## src/rtl/approx_err_sweep_ctrl.sv

```systemverilog
// approx_err_sweep_ctrl: sweeps all (a,b) pairs up to end_cnt through an approximate adder and accumulates error statistics
//   clk, rst            clock, asynchronous active-high reset
//   start, end_cnt      sweep request (IDLE only) and inclusive last index
//   hold, abort         pause issue / terminate sweep
//   busy, done, aborted status (busy in RUN/DRAIN, done pulse, sticky abort flag)
//   err_count, max_abs_err, sum_abs_err, sum_sq_err   error statistics
module approx_err_sweep_ctrl (
    input  logic        clk,
    input  logic        rst,
    input  logic        start,
    input  logic [15:0] end_cnt,
    input  logic        hold,
    input  logic        abort,
    output logic        busy,
    output logic        done,
    output logic        aborted,
    output logic [16:0] err_count,
    output logic [8:0]  max_abs_err,
    output logic [31:0] sum_abs_err,
    output logic [31:0] sum_sq_err
);
    localparam logic [1:0] IDLE = 2'd0, RUN = 2'd1, DRAIN = 2'd2, DONE = 2'd3;
    logic [1:0]  state;
    logic [15:0] idx, end_q;
    logic        dcnt, v1;
    logic [7:0]  a, b, s;
    logic [8:4]  c;
    logic [8:0]  approx, exact, ap1, ex1, abs_err;
    logic [9:0]  err;
    logic [17:0] sq;
    logic        accept, issue, last, abort_hit;
    assign a = idx[15:8];
    assign b = idx[7:0];
    // LSB cells pass a through as sum and b as carry, so only b[3] reaches the exact MSB half
    assign s[3:0] = a[3:0];
    assign c[4]   = b[3];
    for (genvar i = 4; i < 8; i++) begin : g_fa
        assign s[i]   = a[i] ^ b[i] ^ c[i];
        assign c[i+1] = (a[i] & b[i]) | (c[i] & (a[i] ^ b[i]));
    end
    assign approx = {c[8], s};
    assign exact  = {1'b0, a} + {1'b0, b};
    assign busy      = state == RUN || state == DRAIN;
    assign done      = state == DONE;
    assign accept    = state == IDLE && start;
    assign abort_hit = busy && abort;
    assign issue     = state == RUN && !hold && !abort;
    assign last      = idx == end_q;
    assign err     = {1'b0, ap1} - {1'b0, ex1};
    assign abs_err = err[9] ? 9'(-err) : err[8:0];
    assign sq      = abs_err * abs_err;
    always_ff @(posedge clk or posedge rst) begin
        if (rst) begin
            state       <= IDLE;
            idx         <= '0;
            end_q       <= '0;
            dcnt        <= 1'b0;
            v1          <= 1'b0;
            ap1         <= '0;
            ex1         <= '0;
            aborted     <= 1'b0;
            err_count   <= '0;
            max_abs_err <= '0;
            sum_abs_err <= '0;
            sum_sq_err  <= '0;
        end else begin
            state   <= abort_hit ? IDLE :
                       accept ? RUN :
                       (issue && last) ? DRAIN :
                       (state == DRAIN && dcnt) ? DONE :
                       state == DONE ? IDLE : state;
            dcnt    <= state == DRAIN && !dcnt;
            idx     <= accept ? '0 : (issue && !last) ? idx + 16'd1 : idx;
            end_q   <= accept ? end_cnt : end_q;
            aborted <= accept ? 1'b0 : abort_hit ? 1'b1 : aborted;
            v1      <= issue;
            ap1     <= approx;
            ex1     <= exact;
            // an abort discards the entry sitting in stage 1 as well
            if (accept) begin
                err_count   <= '0;
                max_abs_err <= '0;
                sum_abs_err <= '0;
                sum_sq_err  <= '0;
            end else if (v1 && !abort_hit) begin
                err_count   <= err_count + 17'(err != 10'd0);
                max_abs_err <= abs_err > max_abs_err ? abs_err : max_abs_err;
                sum_abs_err <= sum_abs_err + 32'(abs_err);
                sum_sq_err  <= sum_sq_err + 32'(sq);
            end
        end
    end
endmodule

```

## config.mk

```make
export PLATFORM = sky130hd
export DESIGN_NAME = approx_err_sweep_ctrl
export DESIGN_NICKNAME = d
export VERILOG_FILES = /design/src/rtl/approx_err_sweep_ctrl.sv
export SDC_FILE = /design/constraint.sdc
export NUM_CORES = 1
export LEC_CHECK = 0
export ABC_AREA = 1
export CAP_MARGIN = 20
export CORE_ASPECT_RATIO = 0.6
export CORE_MARGIN = 1.5
export CORE_UTILIZATION = 50
export DETAILED_ROUTE_END_ITERATION = 7
export PLACE_DENSITY = 0.72
export SLEW_MARGIN = 20
export SYNTH_ARGS = -nofsm -noshare
export SYNTH_HDL_FRONTEND = slang
export SYNTH_SLANG_ARGS = --single-unit
```

## constraint.sdc

```tcl
create_clock -name clk -period 9.3 [get_ports clk]
set_input_delay 1.86 -clock clk [delete_from_list [all_inputs] [get_ports clk]]
set_output_delay 1.86 -clock clk [all_outputs]
set_load 0.005 [all_outputs]
```

==> run metrics <==
RSZ-0062 raised after global routing=false; Sequential Area=3630 sq um; multi-input combinational cell area=6750 sq um; Detail Route Antenna Nets=0; n_diodes=0; PnR worst setup slack=1.89 ns; WP data arrival=7.72 ns; Worst Hold Class=reg2reg; CORE AREA=22,400 sq um; Residual DRC=0; fin. max-slew vios=0; path depth of the worst reg2reg path=36; DR vias/cell=5.40; largest net degree at the start of global routing=82; status=completed; Tmin final=7.41 ns; Post-synth EDFFs=0; flop2flop setup slack=1.89 ns; number of I/O pins=114; number of global-route vias before repair=9,758; critical path required time=9.61 ns; final setup vio count=0; pre-CTS WS=1.95 ns; Avg Inst Size Synth=7.66 sq um; FF-to-FF End=sum_sq_err[16]$_DFFE_PP0P_; Vias=10,500; global-route wire length before repair=52,500 um; Post-synth top flop=dfrtp_1; Rel. slew slack=43.5%; Initial Util=51.7%; die area=24,100 sq um; Core Util, Final=61.0%; final wirelength=31,900 um; syn nets=1,673; max frequency=0.135 GHz; synth-to-layout area growth=17.9%; CP Max Fanout=15; synthesized flop and latch total=145; R2R Path Start=ap1[0]$_DFF_PP0_; total global-route track usage=28.3%; Final Cycle Share=79.6%; Mapped Cells=1,512; number of iterations in the first detailed-routing pass=5; clk buf depth=2; Final Net Count=1,786; initial antenna violation count=0; share of layout cells above drive strength 1=6.60%; crit-path max cell delay=0.60 ns; clock-pin slew on the worst setup and hold paths=0.07 ns; CP endpoint kind=flop; FFs w/ async S/R, synth=100%; TritonCTS Buffers=17; remaining global-route overflow=0; Synth area leaders=dfrtp_1 31%, nand2_1 10%, ha_1 9.5%, fa_1 9.0%, inv_1 8.7%; Placed Area=13,000 sq um; H-tree Lvls=4; Die Y=121 um; fin area=13,600 sq um; worst skew pair latency=0.44 ns; post-synthesis sequential area ratio=31.3%; Worst path slowest cell=fa_1; cell mode on critical path=inv_1; kind of critical path=reg2reg; post-synth top area share=31.3%; Yosys top cell by area=dfrtp_1; final hold vios=0; fill count=2,007; Worst Skew=0.0106 ns; Fin Setup TNS=0 ns; die width=199 um; max_cap viols=0; crit start category=flop; DP HPWL=24,200 um; cts hold-fix bufs=0; clk sinks=145; DRT iter0 DRCs=979; postcts setup bufs=0; YS warnings=0; row count=42; Port Buf Inserts=113; synthesized cell area=11,600 sq um; Worst-Margin Slew=0.848 ns; Synth cell types=58; WL per Instance=16.4 um; CTS root buf=clkbuf_16; Critical Path Source=ap1[0]$_DFF_PP0_; TritonCTS clock tree=yes; PostCTS Resize Cnt=0; routability cong.=0.935; crit path capture=sum_sq_err[16]$_DFFE_PP0P_
-- worst min-delay path by stage --
stage | slack (ns) | endpoint | cells past startpoint | startpoint
finish | 0.45 | dcnt$_DFF_PP0_ | 1 | dcnt$_DFF_PP0_
CTS | 0.45 | dcnt$_DFF_PP0_ | 1 | dcnt$_DFF_PP0_
global route | 0.48 | dcnt$_DFF_PP0_ | 1 | dcnt$_DFF_PP0_
detailed placement | 0.44 | dcnt$_DFF_PP0_ | 1 | dcnt$_DFF_PP0_
floorplan | 0.42 | ap1[0]$_DFF_PP0_ | 0 | idx[8]$_DFFE_PP0P_
global placement | 0.44 | dcnt$_DFF_PP0_ | 1 | dcnt$_DFF_PP0_
-- routing by layer --
layer / global-route usage, % / routed length (um) / part of all wire (%)
met2: 37.3 / 12200 / 38
met4: 5.26 / 288 / 0.90
met1: 45.8 / 16100 / 50
met5: 0 / 0 / 0
met3: 7.09 / 3330 / 10
-- registers in the layout, summed over array words and instances, names as in the netlist --
signal and flops:
state 2, end_q 16, aborted 1, ex1 9, sum_abs_err 32, sum_sq_err 32
ap1 9, err_count 17, v1 1, idx 16, dcnt 1, max_abs_err 9
-- worst max-delay path: cells and delay by family (launching register included) --
family / cells / cell delay, ns
DFF: 1 / 0.36
adders and majority gates: 9 / 3.76
and+or+nand+nor: 8 / 0.93
AOI/OAI and AO/OA: 6 / 1.13
buffers and inverters: 13 / 1.07
-- final cells by class --
| cell class | count | share of cell area [%] |
|---|---|---|
| Inverter | 283 | 7.87 |
| Timing Repair Buffer | 119 | 8.62 |
| Multi-Input combinational cell | 1059 | 49.4 |
| Tap cell | 308 | 2.82 |
| Sequential cell | 145 | 26.6 |
| Clock inverter | 12 | 1.34 |
| Clock buffer | 19 | 3.32 |
-- through the flow --
stage               hold slack (ns)  cells
detailed placement            0.441   1914
CTS                           0.450   1945
global placement              0.435   1914
floorplan                     0.415   1512
global route                  0.476   1945
finish                        0.451   1945
-- synthesized netlist by cell type, types with 4 or more instances --
cell type  number
a21o_1          5
a21oi_1        83
a22o_1          5
a31oi_1         5
and3_1          4
buf_2           5
clkbuf_1       14
dfrtp_1       145
fa_1           52
ha_1           88
inv_1         269
inv_2          10
nand2_1       318
nand2_2        15
nand2_4         7
nand3_1        68
nand3_2         7
nand3b_1        4
nand4_1        34
nor2_1        140
nor2_2          6
nor3_1         39
nor4_1          8
o21a_1          6
o21ai_0        69
o21ai_1         4
o21ai_2         4
o21bai_1        5
o22ai_1        11
o31ai_1         5
xnor2_1        18
xor2_1         18
-- kinds of logic (layout without fill, tap and decap cells) --
| group | Yosys count | after routing | synth area share (%) |
|---|---|---|---|
| buffers and inverters | 308 | 433 | 10.4 |
| adders and majority gates | 140 | 140 | 18.5 |
| xor gates and xnor gates | 37 | 37 | 2.96 |
| and+or+nand+nor | 664 | 664 | 25.9 |
| DFF | 145 | 145 | 31.3 |
| AOI/OAI and AO/OA | 218 | 218 | 10.9 |
-- cell usage in the layout, fill, tap and decap left out, types with 5 or more instances in the layout --
cell	Yosys	final
a21o_1	5	5
nand2_1	318	317
nand4_1	34	34
fa_1	52	52
o22ai_1	11	11
clkdlybuf4s50_1	0	113
nand3_1	68	68
o21bai_1	5	5
a31oi_1	5	5
ha_1	88	88
a21oi_1	83	83
nand2_2	15	16
xor2_1	18	18
buf_4	0	6
nor4_1	8	8
o31ai_1	5	5
nand2_4	7	7
a22o_1	5	5
inv_1	269	268
nand3_2	7	7
inv_2	10	10
nor3_1	39	39
nor2_2	6	6
o21a_1	6	6
nor2_1	140	140
clkbuf_16	0	17
xnor2_1	18	18
o21ai_0	69	69
dfrtp_1	145	145
Power is left out: the tool's default activity adds up to more than one toggle a clock period on the data nets, which glitch-free logic cannot reach.
